File: src/rtl/register_reader_pkg.sv
// Shared definitions for the register reader: FSM encoding, digit width and counter sizing.
package register_reader_pkg;

    localparam int NIBBLE_SIZE = 4;

    typedef enum logic [1:0] {
        IDLE = 2'b00,
        SEND = 2'b01,
        DONE = 2'b10
    } state_t;

    // A one-digit word still needs a 1-bit counter.
    function automatic int cnt_width(input int steps);
        return (steps > 1) ? $clog2(steps) : 1;
    endfunction

endpackage

File: src/rtl/register_reader_nibble_select.sv
// Combinational digit picker: returns digit idx of word, or 0 for an out-of-range index.
// REGREAD_MSBFIRST_EN selects most-significant-digit-first order; otherwise LSB first.
module nibble_select
    import register_reader_pkg::*;
#(
    parameter int DATASIZE = 8
) (
    input  logic [DATASIZE-1:0]                          word,
    input  logic [cnt_width(DATASIZE/NIBBLE_SIZE)-1:0]   idx,
    output logic [NIBBLE_SIZE-1:0]                       nib
);

    localparam int STEPS = DATASIZE / NIBBLE_SIZE;
    localparam int CW    = cnt_width(STEPS);

    always_comb begin
        nib = '0;
        for (int k = 0; k < STEPS; k++) begin
            if (idx == CW'(k)) begin
`ifdef REGREAD_MSBFIRST_EN
                nib = word[DATASIZE-1-NIBBLE_SIZE*k -: NIBBLE_SIZE];
`else
                nib = word[NIBBLE_SIZE*k +: NIBBLE_SIZE];
`endif
            end
        end
    end

endmodule

File: src/rtl/register_reader.sv
// Captures a register word on enb and emits it one 4-bit digit per nib_ack; first digit one cycle
// after enb, digits hold until acked, done pulses after the last ack. Order via REGREAD_MSBFIRST_EN.
module register_reader
    import register_reader_pkg::*;
#(
    parameter int DATASIZE = 8
) (
    input  logic                   clk,
    input  logic                   rst,
    input  logic                   enb,
    input  logic [DATASIZE-1:0]    data_in,
    input  logic                   nib_ack,
    output logic [NIBBLE_SIZE-1:0] nib_out,
    output logic                   nib_vld,
    output logic                   busy,
    output logic                   done
);

    localparam int STEPS = DATASIZE / NIBBLE_SIZE;
    localparam int CW    = cnt_width(STEPS);
    localparam logic [CW-1:0] LAST = CW'(STEPS - 1);

    state_t                   state;
    logic [DATASIZE-1:0]      shadow;
    logic [CW-1:0]            cnt;

    logic [DATASIZE-1:0]      sel_word;
    logic [CW-1:0]            sel_idx;
    logic [NIBBLE_SIZE-1:0]   sel_nib;

    // In IDLE the first digit comes straight from data_in so it can be registered on the capture edge;
    // afterwards the picker looks one digit ahead of the counter.
    always_comb begin
        sel_word = shadow;
        sel_idx  = cnt + CW'(1);
        if (state == IDLE) begin
            sel_word = data_in;
            sel_idx  = '0;
        end
    end

    nibble_select #(.DATASIZE(DATASIZE)) u_nibble_select (
        .word (sel_word),
        .idx  (sel_idx),
        .nib  (sel_nib)
    );

    always_ff @(posedge clk) begin
        if (rst) begin
            state   <= IDLE;
            shadow  <= '0;
            cnt     <= '0;
            nib_out <= '0;
            nib_vld <= 1'b0;
            busy    <= 1'b0;
            done    <= 1'b0;
        end else begin
            case (state)
                IDLE: begin
                    done <= 1'b0;
                    if (enb) begin
                        shadow  <= data_in;
                        cnt     <= '0;
                        nib_out <= sel_nib;
                        nib_vld <= 1'b1;
                        busy    <= 1'b1;
                        state   <= SEND;
                    end
                end
                SEND: begin
                    if (nib_ack) begin
                        if (cnt == LAST) begin
                            nib_out <= '0;
                            nib_vld <= 1'b0;
                            done    <= 1'b1;
                            state   <= DONE;
                        end else begin
                            cnt     <= cnt + CW'(1);
                            nib_out <= sel_nib;
                        end
                    end
                end
                DONE: begin
                    done  <= 1'b0;
                    busy  <= 1'b0;
                    state <= IDLE;
                end
                default: begin
                    nib_out <= '0;
                    nib_vld <= 1'b0;
                    busy    <= 1'b0;
                    done    <= 1'b0;
                    state   <= IDLE;
                end
            endcase
        end
    end

endmodule

File: config.mk
export PLATFORM = sky130hd
export DESIGN_NAME = register_reader
export DESIGN_NICKNAME = d
export VERILOG_FILES = /design/src/rtl/register_reader_pkg.sv /design/src/rtl/register_reader_nibble_select.sv /design/src/rtl/register_reader.sv
export SDC_FILE = /design/constraint.sdc
export NUM_CORES = 1
export LEC_CHECK = 0
export ABC_AREA = 1
export ABC_CLOCK_PERIOD_IN_PS = 1300
export BUFFER_PORTS_ARGS = -buffer_cell sky130_fd_sc_hd__clkbuf_2
export CORE_MARGIN = 10
export CORE_UTILIZATION = 48
export DETAILED_ROUTE_END_ITERATION = 16
export PLACE_DENSITY = 0.78
export SKIP_LAST_GASP = 1
export SLEW_MARGIN = 30
export SYNTH_ARGS = -nofsm -noshare
export SYNTH_HDL_FRONTEND = slang
export SYNTH_SLANG_ARGS = --single-unit
File: constraint.sdc
create_clock -name clk -period 1.3 [get_ports clk]
set_input_delay 0.065 -clock clk [delete_from_list [all_inputs] [get_ports clk]]
set_output_delay 0.065 -clock clk [all_outputs]
set_load 0.02 [all_outputs]
Yosys cells after proc, flatten, opt, wreduce, memory -nomap -nowiden. Index checks and enable logic that the tools add are counted.

Flip-flop bits (word level): 18. Bits of input ports: 12. Word-level logic and storage cells: 45.

Add/subtract/negate cells: 1. Eq/ne operators: 5. Mux-type cells: 20. Bitwise logic cells: 2. Reductions and logical operators: 10.

Operators by type and width (number): 4-bit two-way mux (4); 4-bit one-hot mux with 3 select lines (1); 3-bit AND reduction (3); 8-bit two-way mux (1); 1-bit two-way mux (7); 2-bit two-way mux (3); 2-bit != test, second input constant (3); 2-bit AND reduction (3); 1-bit one-hot mux with 2 select lines (2); 2-bit one-hot mux with 2 select lines (1); 4-bit AND reduction (1); 1-bit one-hot mux with 3 select lines (1); 2-bit by 1-bit == test with 1-bit output, second input constant (1); 2-bit == test, second input constant (1); 2-bit zero test (1); 1-bit inverter (2); 2-bit nonzero test (1); 2-bit OR reduction (1); 1-bit adder, second input constant (1).

Longest topological paths before layout. Gate-level depths: netlist (run 1).

Depth after elaboration: 6. Mapped depth: 6.

Cells and area by module. A second synthesis (run 1) with hierarchy kept.

Cells, all modules: 128. Area total of the unflattened synthesis: 859.6 sq um.

By module, submodules not included: register_reader (instances 1, cells each 115, area each 810.8 sq um, sequential area each 360.3 sq um); nibble_select (instances 1, cells each 13, area each 48.8 sq um, sequential area each 0.0 sq um).

Worst setup path after synthesis (run 1). OpenSTA, ideal clock, no wires.

Path type: register to register. Start point: reg state[0]. End point: reg shadow[4]. Library setup time: 0.115 ns. Arrival time: 0.915 ns. Data required time: 1.185 ns. Path slack: 0.270 ns. Stages on the path, launching flop included: 6. Cell sequence: dfxtp_1 -> nor2_4 -> nand2_4 -> buf_12 -> o21ai_2 -> a21oi_2.

Longest elaborated chain between the ends: 2.

RTL lines: start, declared (line register_reader.sv:23) `state_t state;`; start signal, assigned (line register_reader.sv:50) `state <= IDLE;`; start signal, assigned (line register_reader.sv:67) `state <= SEND;`; start signal, assigned (line register_reader.sv:76) `state <= DONE;`; 2-bit zero test (line register_reader.sv:58) `case (state)`; 2-bit AND reduction (no source line); end signal, assigned (line register_reader.sv:62) `shadow <= data_in;`; end, declared (line register_reader.sv:24) `logic [DATASIZE-1:0] shadow;`.

Every way passes these cells. A chain may end at the register's enable or synchronous reset.

Final worst setup path (run 1).
Start point: reg state[0]. End point: reg nib_out[3].

Longest elaborated chain between the ends: 6. Elaborated cells between the ends (all ways): 14. Those cells by class: eq/ne (4); mux (7); bitwise (1); reduce/logical (2).

RTL lines: 2-bit zero test (line register_reader.sv:36, register_reader.sv:58); 8-bit two-way mux / 1-bit two-way mux (equally long branches) (line register_reader.sv:36) `if (state == IDLE) begin`; 4-bit two-way mux (line register_reader_nibble_select.sv:19) `if (idx == CW'(k)) begin`; 4-bit two-way mux (line register_reader.sv:72) `if (cnt == LAST) begin`; 4-bit two-way mux (line register_reader.sv:71) `if (nib_ack) begin`; 4-bit one-hot mux with 3 select lines (line register_reader.sv:58); end signal, assigned (line register_reader.sv:64) `nib_out <= sel_nib;`; end signal, assigned (line register_reader.sv:79) `nib_out <= sel_nib;`; end, declared (line register_reader.sv:13) `output logic [NIBBLE_SIZE-1:0] nib_out,`.

Several ways; a longest one is shown, not always the timed one. The select of a mux whose other input is x is not followed.

==> impl_summary.log, run 1 <==
[metrics] clock buffers created by TritonCTS: 3
[metrics] area share of the largest cell type after synthesis: 0.411
[metrics] synthesized-area fraction occupied by adder cells: 0
[metrics] status: finished clean
[metrics] sequential area share after synthesis: 0.411
[metrics] top post-synthesis cells by area: sky130_fd_sc_hd__dfxtp_1 41%, sky130_fd_sc_hd__nand2_1 8.3%, sky130_fd_sc_hd__o21ai_2 6.4%, sky130_fd_sc_hd__nor2_1 5.5%, sky130_fd_sc_hd__nand3_1 3.7%
[metrics] Tightest Pin Transition: 341 ps
[metrics] hold violation count in the final report: 0
[metrics] net count after synthesis: 97
[metrics] number of antenna violations at the first check in global routing: 0
[metrics] dominant cell by count in the synthesized netlist: sky130_fd_sc_hd__nand2_1
[metrics] Detail Placement HPWL: 1.22 mm
[metrics] final count of pins violating max slew: 0
[metrics] die width: 57.7 µm
[metrics] remaining antenna violation count: 0
[metrics] WL per Instance: between 10 and 15 µm
[metrics] global router's overall resource usage: 0.0898
[metrics] fraction of the mapped netlist area in compound gates: 0.139
[metrics] per-instance average area after synthesis: between 8 and 9 µm²
[metrics] XOR/XNOR share of the synthesized area: 0
[metrics] Maximum Capacitance Violations: 0
[metrics] FF+latch count, synth: 14
[metrics] number of standard cells after synthesis: between 80 and 90
[metrics] Final #Nets: 119
[metrics] cell with the most instances on the worst path: sky130_fd_sc_hd__nor2_1
[metrics] peak fanout along the critical path: 11
[metrics] 1st-pass router iterations: 4
[metrics] total overflow reported by the global router: 0
[metrics] TritonCTS clock tree: yes
[metrics] cell-by-cell trace of the critical path: nor2_4, nand2_4, nand2_2, inv_2, nor2_1, nor2_1
[metrics] DRC violations left: 0
[metrics] Setup-failing EPs final: 0
[metrics] CTS Buffer Depth: 2
[metrics] Die Area: 3330 µm²
[metrics] headroom to the max-slew limit: 0.772
[metrics] delay of the slowest critical-path stage: 420 ps
[metrics] setup repair after global routing missed its margin: no
[metrics] proportion of register bits with asynchronous set or reset after synthesis: 0
[metrics] Max VDD drop: 1.02 mV
[metrics] mapped cell area: slightly below 700 µm²
[metrics] post-route insts no fill: 121
[metrics] number of global-route vias before repair: slightly below 600
[metrics] post-CTS resize count: 0
[metrics] height of the die: just under 60 µm
[metrics] violation count after the first detailed-route iteration: 7
[metrics] later-pin clock latency in the skew report: approximately 280 ps
[metrics] quantity of hold-fixing buffers added after cts: 1
[metrics] cell with the largest stage delay on the worst path: sky130_fd_sc_hd__dfxtp_1
[metrics] Setup Skew: between 4 and 5 ps
[metrics] clock sink count: 14
[metrics] number of vias in the routed layout: 604
[metrics] Routed WL: 1.53 mm
[metrics] number of setup buffers added after CTS: 0
[metrics] via density per instance: around 5
[metrics] number of enable-type register cells in the synthesized netlist: 0
[metrics] Commonest cells post-synth: 15 x sky130_fd_sc_hd__nand2_1, 14 x sky130_fd_sc_hd__dfxtp_1, 10 x sky130_fd_sc_hd__nor2_1
[metrics] leakage dissipation: around 0.00039 µW
[metrics] Power Dens Cells: 1320 nW/µm²
[metrics] fraction of layout instances using a drive strength above 1: 0.415
[metrics] area of the placeable core: 1320 µm²
[metrics] Critical Path Source Type: flip-flop
[metrics] number of antenna diodes: 0
[metrics] Ys Warns: 0
[metrics] post-synthesis mux area share: 0
[metrics] I/O pin cnt: 19
[metrics] largest family of logic cells by synthesized area: simple AND/OR/NAND/NOR gates
[metrics] capturing element type of the critical path: flip-flop
[metrics] clock tree root driver cell: sky130_fd_sc_hd__clkbuf_4
[metrics] number of standard-cell rows in the floorplan: 13
[metrics] clock input transition at the sequential cells of the worst setup and hold paths: 90 ps
[metrics] setup total negative slack: 0 ps
[metrics] Most used DFF post-synth: sky130_fd_sc_hd__dfxtp_1
[metrics] Hold WC Path Type: in -> reg
[metrics] total power: 1070 µW
[metrics] layout-stage area growth over the synthesis result: 19.1%
[metrics] worst path bufs/invs: 1
[metrics] clock period minus worst slack: 1150 ps
[metrics] global-route wire length before repair: between 2 and 3 mm
[metrics] number of distinct library cells after synthesis: 20
[metrics] number of levels the H-tree was split into: 1
[metrics] cell count after placement: 116
[metrics] final RePlAce weighted congestion: 0.762
[metrics] top cell type by total area after synthesis: sky130_fd_sc_hd__dfxtp_1
[metrics] WP data required: 1480 ps
[metrics] Crit path arrival time: roughly 1300 ps
[metrics] effective utilization at floorplan: 0.518
[metrics] Period Utilization, post-route: 0.887
[metrics] quantity of I/O buffers inserted on ports: 18
[metrics] maximum number of pins on one net before global-route repair: 14
[metrics] Peak Freq: 868 MHz
[metrics] Simple-Gate Fraction of Synth Area: 0.363
[metrics] tightest hold margin: around 17 ps
[metrics] category of the most critical setup path: reg -> reg
[metrics] Worst path top cell family by delay: simple AND/OR/NAND/NOR gates
==> registers in the layout (all words and copies together) (netlist names) <==
name,count
nib_out,4
shadow,4
nib_vld,1
cnt,1
state,2
done,1
busy,1
==> metal layers <==
layer,global-route usage,vias up,wire (µm)
li1,-,318,-
met1,0.101,275,678
met2,0.163,9,794
met3,0.0240,2,48
met4,0.0201,0,12
met5,0,-,0
==> cell usage in the layout, fill, tap and decap left out <==
master | Yosys | layout
sky130_fd_sc_hd__a21oi_1 | 4 | 4
sky130_fd_sc_hd__a21oi_2 | 1 | 1
sky130_fd_sc_hd__clkbuf_2 | 0 | 18
sky130_fd_sc_hd__clkbuf_4 | 0 | 3
sky130_fd_sc_hd__clkbuf_8 | 0 | 1
sky130_fd_sc_hd__dfxtp_1 | 14 | 14
sky130_fd_sc_hd__dlygate4sd3_1 | 0 | 1
sky130_fd_sc_hd__inv_1 | 5 | 5
sky130_fd_sc_hd__inv_2 | 4 | 4
sky130_fd_sc_hd__nand2_1 | 15 | 15
sky130_fd_sc_hd__nand2_2 | 3 | 3
sky130_fd_sc_hd__nand2_4 | 1 | 1
sky130_fd_sc_hd__nand3_1 | 5 | 5
sky130_fd_sc_hd__nand3_2 | 1 | 1
sky130_fd_sc_hd__nand3b_1 | 3 | 3
sky130_fd_sc_hd__nand4_1 | 3 | 3
sky130_fd_sc_hd__nor2_1 | 10 | 10
sky130_fd_sc_hd__nor2_2 | 4 | 4
sky130_fd_sc_hd__nor2_4 | 2 | 2
sky130_fd_sc_hd__o21ai_1 | 2 | 2
sky130_fd_sc_hd__o21ai_2 | 5 | 5
sky130_fd_sc_hd__o31ai_2 | 1 | 1
==> through the flow <==
stage / util / setup WS, ps / area, µm²
after detailed placement: 0.581 / 164 / 766
after global placement: 0.581 / 217 / 766
after global routing: 0.616 / 38.6 / 812
after floorplan: - / 270 / 682
after CTS: 0.616 / 148 / 812
final: 0.616 / 147 / 812
==> final timing paths <==
check              from         end  slack, ps  cells after the start
max            state[0]  nib_out[3]        150                      6
min          data_in[6]   shadow[6]         20                      3
min reg2reg   shadow[4]   shadow[4]        480                      2
max reg2reg    state[0]  nib_out[3]        150                      6
==> kinds of logic (layout without fill, tap and decap cells) <==
group	count (synthesis)	in the layout
compound gates	13	13
buf+inv	11	32
flops	14	14
simple gates	47	47
==> tightest hold or removal path, cell delays in order <==
cell                       delay, ps
sky130_fd_sc_hd__clkbuf_2         80
sky130_fd_sc_hd__o21ai_2          60
sky130_fd_sc_hd__nor2_2           60
==> report_power, final <==
part / total (µW) / leakage (µW) / internal, µW / switching [µW]
sequential: 502 / 0.000116 / 472 / 29.9
combinational: 257 / 0.000251 / 96.8 / 160
clock: 316 / 0.0000210 / 170 / 146
total: 1070 / 0.000388 / 738 / 336
==> final cells by class <==
class | instances | area, µm²
inverters | 9 | 33.8
clock buffers | 4 | 36.3
flip-flops and latches | 14 | 280
repair buffers | 19 | 100
well taps | 15 | 18.8
fillers | 120 | 505
multi-input cells | 60 | 343
No activity file was read; power rests on OpenSTA's default activity.
==> inputs of run 2 (changes only) <==
Settings changed: ABC_CLOCK_PERIOD_IN_PS 1300 to 1400, CORE_UTILIZATION 48 to 51, PLACE_DENSITY 0.78 to 0.82.
Clock period 1.3 ns to 1.4 ns, I/O delays scaled along.
==> run 2 against run 1 <==
  * Combinational power fell by 8.2%
  * Clock power down 8.2%
  * Die area is 3.9% lower
  * Clock-buffer cell count stayed put
  * Setup slack better by 110 ps
==> impl_summary.log, run 2 (synthesis results as in run 1) <==
[metrics] Routed WL: 1.50 mm
[metrics] status: finished clean
[metrics] hold wc startpoint: rst
[metrics] total overflow reported by the global router: 0
[metrics] Peak Freq: 874 MHz
[metrics] leakage dissipation: 0.000384 µW
[metrics] peak fanout along the critical path: 11
[metrics] clock buffers created by TritonCTS: 3
[metrics] reg2reg path depth: 6
[metrics] number of global-route vias before repair: a little under 600
[metrics] Period Utilization, post-route: 0.817
[metrics] die width: 56.6 µm
[metrics] registers with the most flip-flops: nib_out: 4 flops, shadow: 4 flops, state: 2 flops
[metrics] clock input transition at the sequential cells of the worst setup and hold paths: 80 ps
[metrics] number of levels the H-tree was split into: 1
[metrics] clock period minus worst slack: 1140 ps
[metrics] Max VDD drop: around 0.78 mV
[metrics] hold violation count in the final report: 0
[metrics] category of the most critical setup path: reg -> reg
[metrics] Power Dens Cells: 1230 nW/µm²
[metrics] fraction of layout instances using a drive strength above 1: 0.419
[metrics] via density per instance: 5.07
[metrics] setup total negative slack: 0 ps
[metrics] TritonCTS clock tree: yes
[metrics] headroom to the max-slew limit: 0.782
[metrics] quantity of hold-fixing buffers added after cts: 0
[metrics] Final #Nets: 118
[metrics] Maximum Capacitance Violations: 0
[metrics] area of the placeable core: 1280 µm²
[metrics] Critical Path Source Type: flip-flop
[metrics] WHS Path Cells: 2
[metrics] WL per Instance: 12.5 µm
[metrics] number of vias in the routed layout: 608
[metrics] layout-stage area growth over the synthesis result: 17.6%
[metrics] I/O pin cnt: 19
[metrics] post-CTS resize count: 0
[metrics] most common library cell in the layout ignoring fill and taps: sky130_fd_sc_hd__clkbuf_2
[metrics] Tightest Pin Transition: 327 ps
[metrics] Setup-failing EPs final: 0
[metrics] Worst Hold Path EP: busy
[metrics] quantity of I/O buffers inserted on ports: 18
[metrics] final count of pins violating max slew: 0
[metrics] worst reg2reg path startpoint: state[0]
[metrics] clock tree root driver cell: sky130_fd_sc_hd__clkbuf_4
[metrics] global-route wire length before repair: 2.62 mm
[metrics] later-pin clock latency in the skew report: 280 ps
[metrics] Die Area: 3200 µm²
[metrics] number of setup buffers added after CTS: 0
[metrics] number of antenna violations at the first check in global routing: 0
[metrics] remaining antenna violation count: 0
[metrics] global router's overall resource usage: 0.0987
[metrics] Detail Placement HPWL: 1.19 mm
[metrics] 1st-pass router iterations: 4
[metrics] setup repair after global routing missed its margin: no
[metrics] Crit path arrival time: between 1000 and 1500 ps
[metrics] effective utilization at floorplan: 0.531
[metrics] DRC violations left: 0
[metrics] number of standard-cell rows in the floorplan: 13
[metrics] clock sink count: 14
[metrics] share of the core filled with cells: 0.624
[metrics] CTS Buffer Depth: 2
[metrics] most frequent cells in the layout: 18 x sky130_fd_sc_hd__clkbuf_2, 15 x sky130_fd_sc_hd__nand2_1, 14 x sky130_fd_sc_hd__dfxtp_1
[metrics] maximum number of pins on one net before global-route repair: 14
[metrics] critical path startpoint: state[0]
[metrics] Setup Skew: 1.25 ps
[metrics] capturing element type of the critical path: flip-flop
[metrics] height of the die: 56.6 µm
[metrics] worst reg2reg endpoint: nib_out[3]
[metrics] WP data required: 1580 ps
[metrics] final RePlAce weighted congestion: 0.782
[metrics] Hold WC Path Type: in -> reg
[metrics] FF-to-FF setup slack: 260 ps
[metrics] violation count after the first detailed-route iteration: 16
[metrics] number of antenna diodes: 0
[run 2: cell types whose count changed in the layout (fill, tap and decap cells not counted)]
cell | previous run | this run
sky130_fd_sc_hd__dlygate4sd3_1 | 1 | 0
[run 2: final cells by class]
cell class / count / area [µm²]
Tap cell: 15 / 18.8
Fill cell: 116 / 483
Inverter: 9 / 33.8
Timing Repair Buffer: 18 / 90.1
Clock buffer: 4 / 36.3
Multi-Input combinational cell: 60 / 343
Sequential cell: 14 / 280
[run 2: worst max-delay path by stage]
stage / endpoint / cells past startpoint / slack, ps
floorplan: shadow[4] / 5 / 370
global placement: nib_out[3] / 6 / 320
detailed placement: nib_out[3] / 6 / 260
CTS: nib_out[3] / 6 / 250
global route: nib_out[2] / 6 / 160
finish: nib_out[3] / 6 / 260
[run 2: where the power goes]
part	total, µW	switching, µW	leakage, µW	internal [µW]
sequential	465	26.8	0.000116	438
clock	290	132	0.0000210	158
combinational	236	148	0.000247	88.1
total	990	306	0.000384	684
[run 2: per-stage QoR]
step                hold WS (ps)  total power, µW  cell area, µm²  worst slack (ps)  std cells
finish                      9.41              990             802               256        120
global route               0.137             1060             802               156        120
CTS                         2.14              998             802               250        120
detailed placement           306              711             766               263        116
global placement             302              707             766               315        116
floorplan                    139              654             682               370         85
[run 2: per-layer routing]
metal | up-vias | part of all wire | GRT usage
met5 | - | 0 | 0
met4 | 0 | 0.011 | 0.0412
met3 | 2 | 0.046 | 0.0337
met2 | 12 | 0.52 | 0.160
met1 | 275 | 0.42 | 0.114
li1 | 319 | - | -
[run 2: worst max-delay path: stages (launching register included)]
cell and delay [ps]:
sky130_fd_sc_hd__dfxtp_1 410, sky130_fd_sc_hd__nor2_4 210, sky130_fd_sc_hd__nand2_4 140, sky130_fd_sc_hd__nand2_2 110, sky130_fd_sc_hd__inv_2 40, sky130_fd_sc_hd__nor2_1 90, sky130_fd_sc_hd__nor2_1 50
==> inputs of run 3 (changes only) <==
Settings changed: ABC_CLOCK_PERIOD_IN_PS 1400 to 1000, CORE_UTILIZATION 51 to 43, PLACE_DENSITY 0.82 to 0.74.
Clock period 1.4 ns to 1 ns, I/O delays scaled along.
==> run 3 against run 2 <==
  * Clock skew up 2.9 ps
  * Die area up 12%
  * Combinational power up 69%
  * Via count up 7.1%
  * Critical path depth unchanged
  * Final cell count up 5.8%
  * First-iteration DRC count up 6.3%
  * Highest routed layer unchanged
==> impl_summary.log, run 3 (synthesis results as in run 1) <==
[metrics] global router's overall resource usage: 0.0967
[metrics] summed area of non-filler cells in the final layout: between 800 and 900 µm²
[metrics] clock sink count: 14
[metrics] met3 capacity usage during global routing: 0.0233
[metrics] leakage dissipation: 0.000414 µW
[metrics] number of antenna violations at the first check in global routing: 0
[metrics] number of global-route vias before repair: roughly 600
[metrics] setup repair after global routing missed its margin: yes
[metrics] via density per instance: 5.13
[metrics] GR Util met2: 0.144
[metrics] Tightest Pin Transition: 250 ps
[metrics] WP data required: 1190 ps
[metrics] layout-stage area growth over the synthesis result: 30.6%
[metrics] TritonCTS clock tree: yes
[metrics] number of levels the H-tree was split into: 1
[metrics] clock input transition at the sequential cells of the worst setup and hold paths: 80 ps
[metrics] total overflow reported by the global router: 0
[metrics] remaining antenna violation count: 0
[metrics] Routed WL: roughly 1.6 mm
[metrics] Period Utilization, post-route: 0.985
[metrics] global-route layer with the greatest usage: met2
[metrics] Placed Area: 785 µm²
[metrics] Setup-failing EPs final: 0
[metrics] effective utilization at floorplan: 0.453
[metrics] number of standard-cell rows in the floorplan: 14
[metrics] status: finished clean
[metrics] worst slack, placed: -3.94 ps
[metrics] final RePlAce weighted congestion: 0.775
[metrics] clock period minus worst slack: between 900 and 1000 ps
[metrics] Detail Placement HPWL: 1.21 mm
[metrics] area of the placeable core: 1510 µm²
[metrics] maximum number of pins on one net before global-route repair: 14
[metrics] final count of pins violating max slew: 0
[metrics] global-route wire length before repair: 2.57 mm
[metrics] category of the most critical setup path: reg -> reg
[metrics] I/O pin cnt: 19
[metrics] Crit path arrival time: 1170 ps
[metrics] clock buffers created by TritonCTS: 3
[metrics] Max VDD drop: 0.711 mV
[metrics] clock tree root driver cell: sky130_fd_sc_hd__clkbuf_4
[metrics] WL per Instance: 12.7 µm
[metrics] met1 usage in global routing: 0.0986
[metrics] number of antenna diodes: 0
[metrics] Die Area: roughly 3600 µm²
[metrics] 1st-pass router iterations: 4
[metrics] later-pin clock latency in the skew report: 280 ps
[metrics] capturing element type of the critical path: flip-flop
[metrics] CTS Buffer Depth: 2
[metrics] die width: 59.8 µm
[metrics] Critical Path Source Type: flip-flop
[metrics] Power Dens Cells: 1530 nW/µm²
[metrics] most frequent cells in the layout: 18 x sky130_fd_sc_hd__clkbuf_2, 14 x sky130_fd_sc_hd__nand2_1, 12 x sky130_fd_sc_hd__dfxtp_1
[metrics] height of the die: 59.8 µm
[metrics] hold violation count in the final report: 0
[metrics] quantity of I/O buffers inserted on ports: 18
[metrics] fraction of layout instances using a drive strength above 1: 0.486
[metrics] Peak Freq: 1020 MHz
[metrics] number of vias in the routed layout: about 650
[metrics] most common library cell in the layout ignoring fill and taps: sky130_fd_sc_hd__clkbuf_2
[metrics] least setup slack across all paths after layout: 14.9 ps
[metrics] peak fanout along the critical path: 6
[metrics] violation count after the first detailed-route iteration: 17
[metrics] registers with the most flip-flops: nib_out: 4 flops, shadow: 4 flops, state: 2 flops
[metrics] Final #Nets: 125
[metrics] DRC violations left: 0
[metrics] Maximum Capacitance Violations: 0
[metrics] Setup Skew: 4.15 ps
[metrics] Hold WC Path Type: in -> reg
[metrics] headroom to the max-slew limit: 0.833
==> run 3: timing repair <==
action	in CTS	in global routing
hold endpoints to repair	4	0
gates cloned	1	0
hold buffers	3	0
gates resized for setup	2	11
endpoints found under the setup margin	3	10
buffers inserted	1	0
pin swaps	1	7
==> run 3: path summary, 6_finish.rpt <==
check / startpoint / endpoint / slack (ps) / depth (start not counted)
hold / removal: data_in[5] / shadow[5] / 1 / 3
hold reg to reg: shadow[4] / shadow[4] / 470 / 2
setup / recovery: state[1] / nib_out[3] / 10 / 6
setup reg to reg: state[1] / nib_out[3] / 10 / 6
==> run 3: worst max-delay path, stage by stage (launching register included) <==
cell,delay [ps]
sky130_fd_sc_hd__dfxtp_4,380
sky130_fd_sc_hd__nor2_4,180
sky130_fd_sc_hd__nand2_4,100
sky130_fd_sc_hd__nand2_4,90
sky130_fd_sc_hd__inv_4,40
sky130_fd_sc_hd__nor2_2,60
sky130_fd_sc_hd__nor2_1,40
==> run 3: cell type report <==
class,count,area [µm²]
Clock buffer,3,22.5
Fill cell,124,616
Inverter,9,38.8
Multi-Input combinational cell,61,375
Sequential cell,14,288
Tap cell,16,20.0
Timing Repair Buffer,24,146
==> run 3: power breakdown <==
| group | switching (µW) | internal (µW) |
|---|---|---|
| Clock | 176 | 140 |
| Combinational | 238 | 161 |
| Sequential | 39.4 | 612 |
==> run 3: stage by stage <==
step	power (µW)	instances	hold WS, ps	util	setup TNS (ps)
2_1_floorplan	915	85	119	-	0
3_3_place_gp	1010	119	275	0.521	0
3_5_place_dp	1010	119	278	0.521	-5.86
4_1_cts	1350	127	5.98	0.571	-2.66
5_1_grt	1430	127	21.9	0.591	-218
6_report	1370	127	1.38	0.591	0
==> run 3: per-layer routing <==
layer  share of wire  up-vias  wire length [µm]
li1                -      331                 -
met1            0.41      297               667
met5               0        -                 0
met2            0.48       19               776
met4           0.048        0                77
met3           0.059        4                95
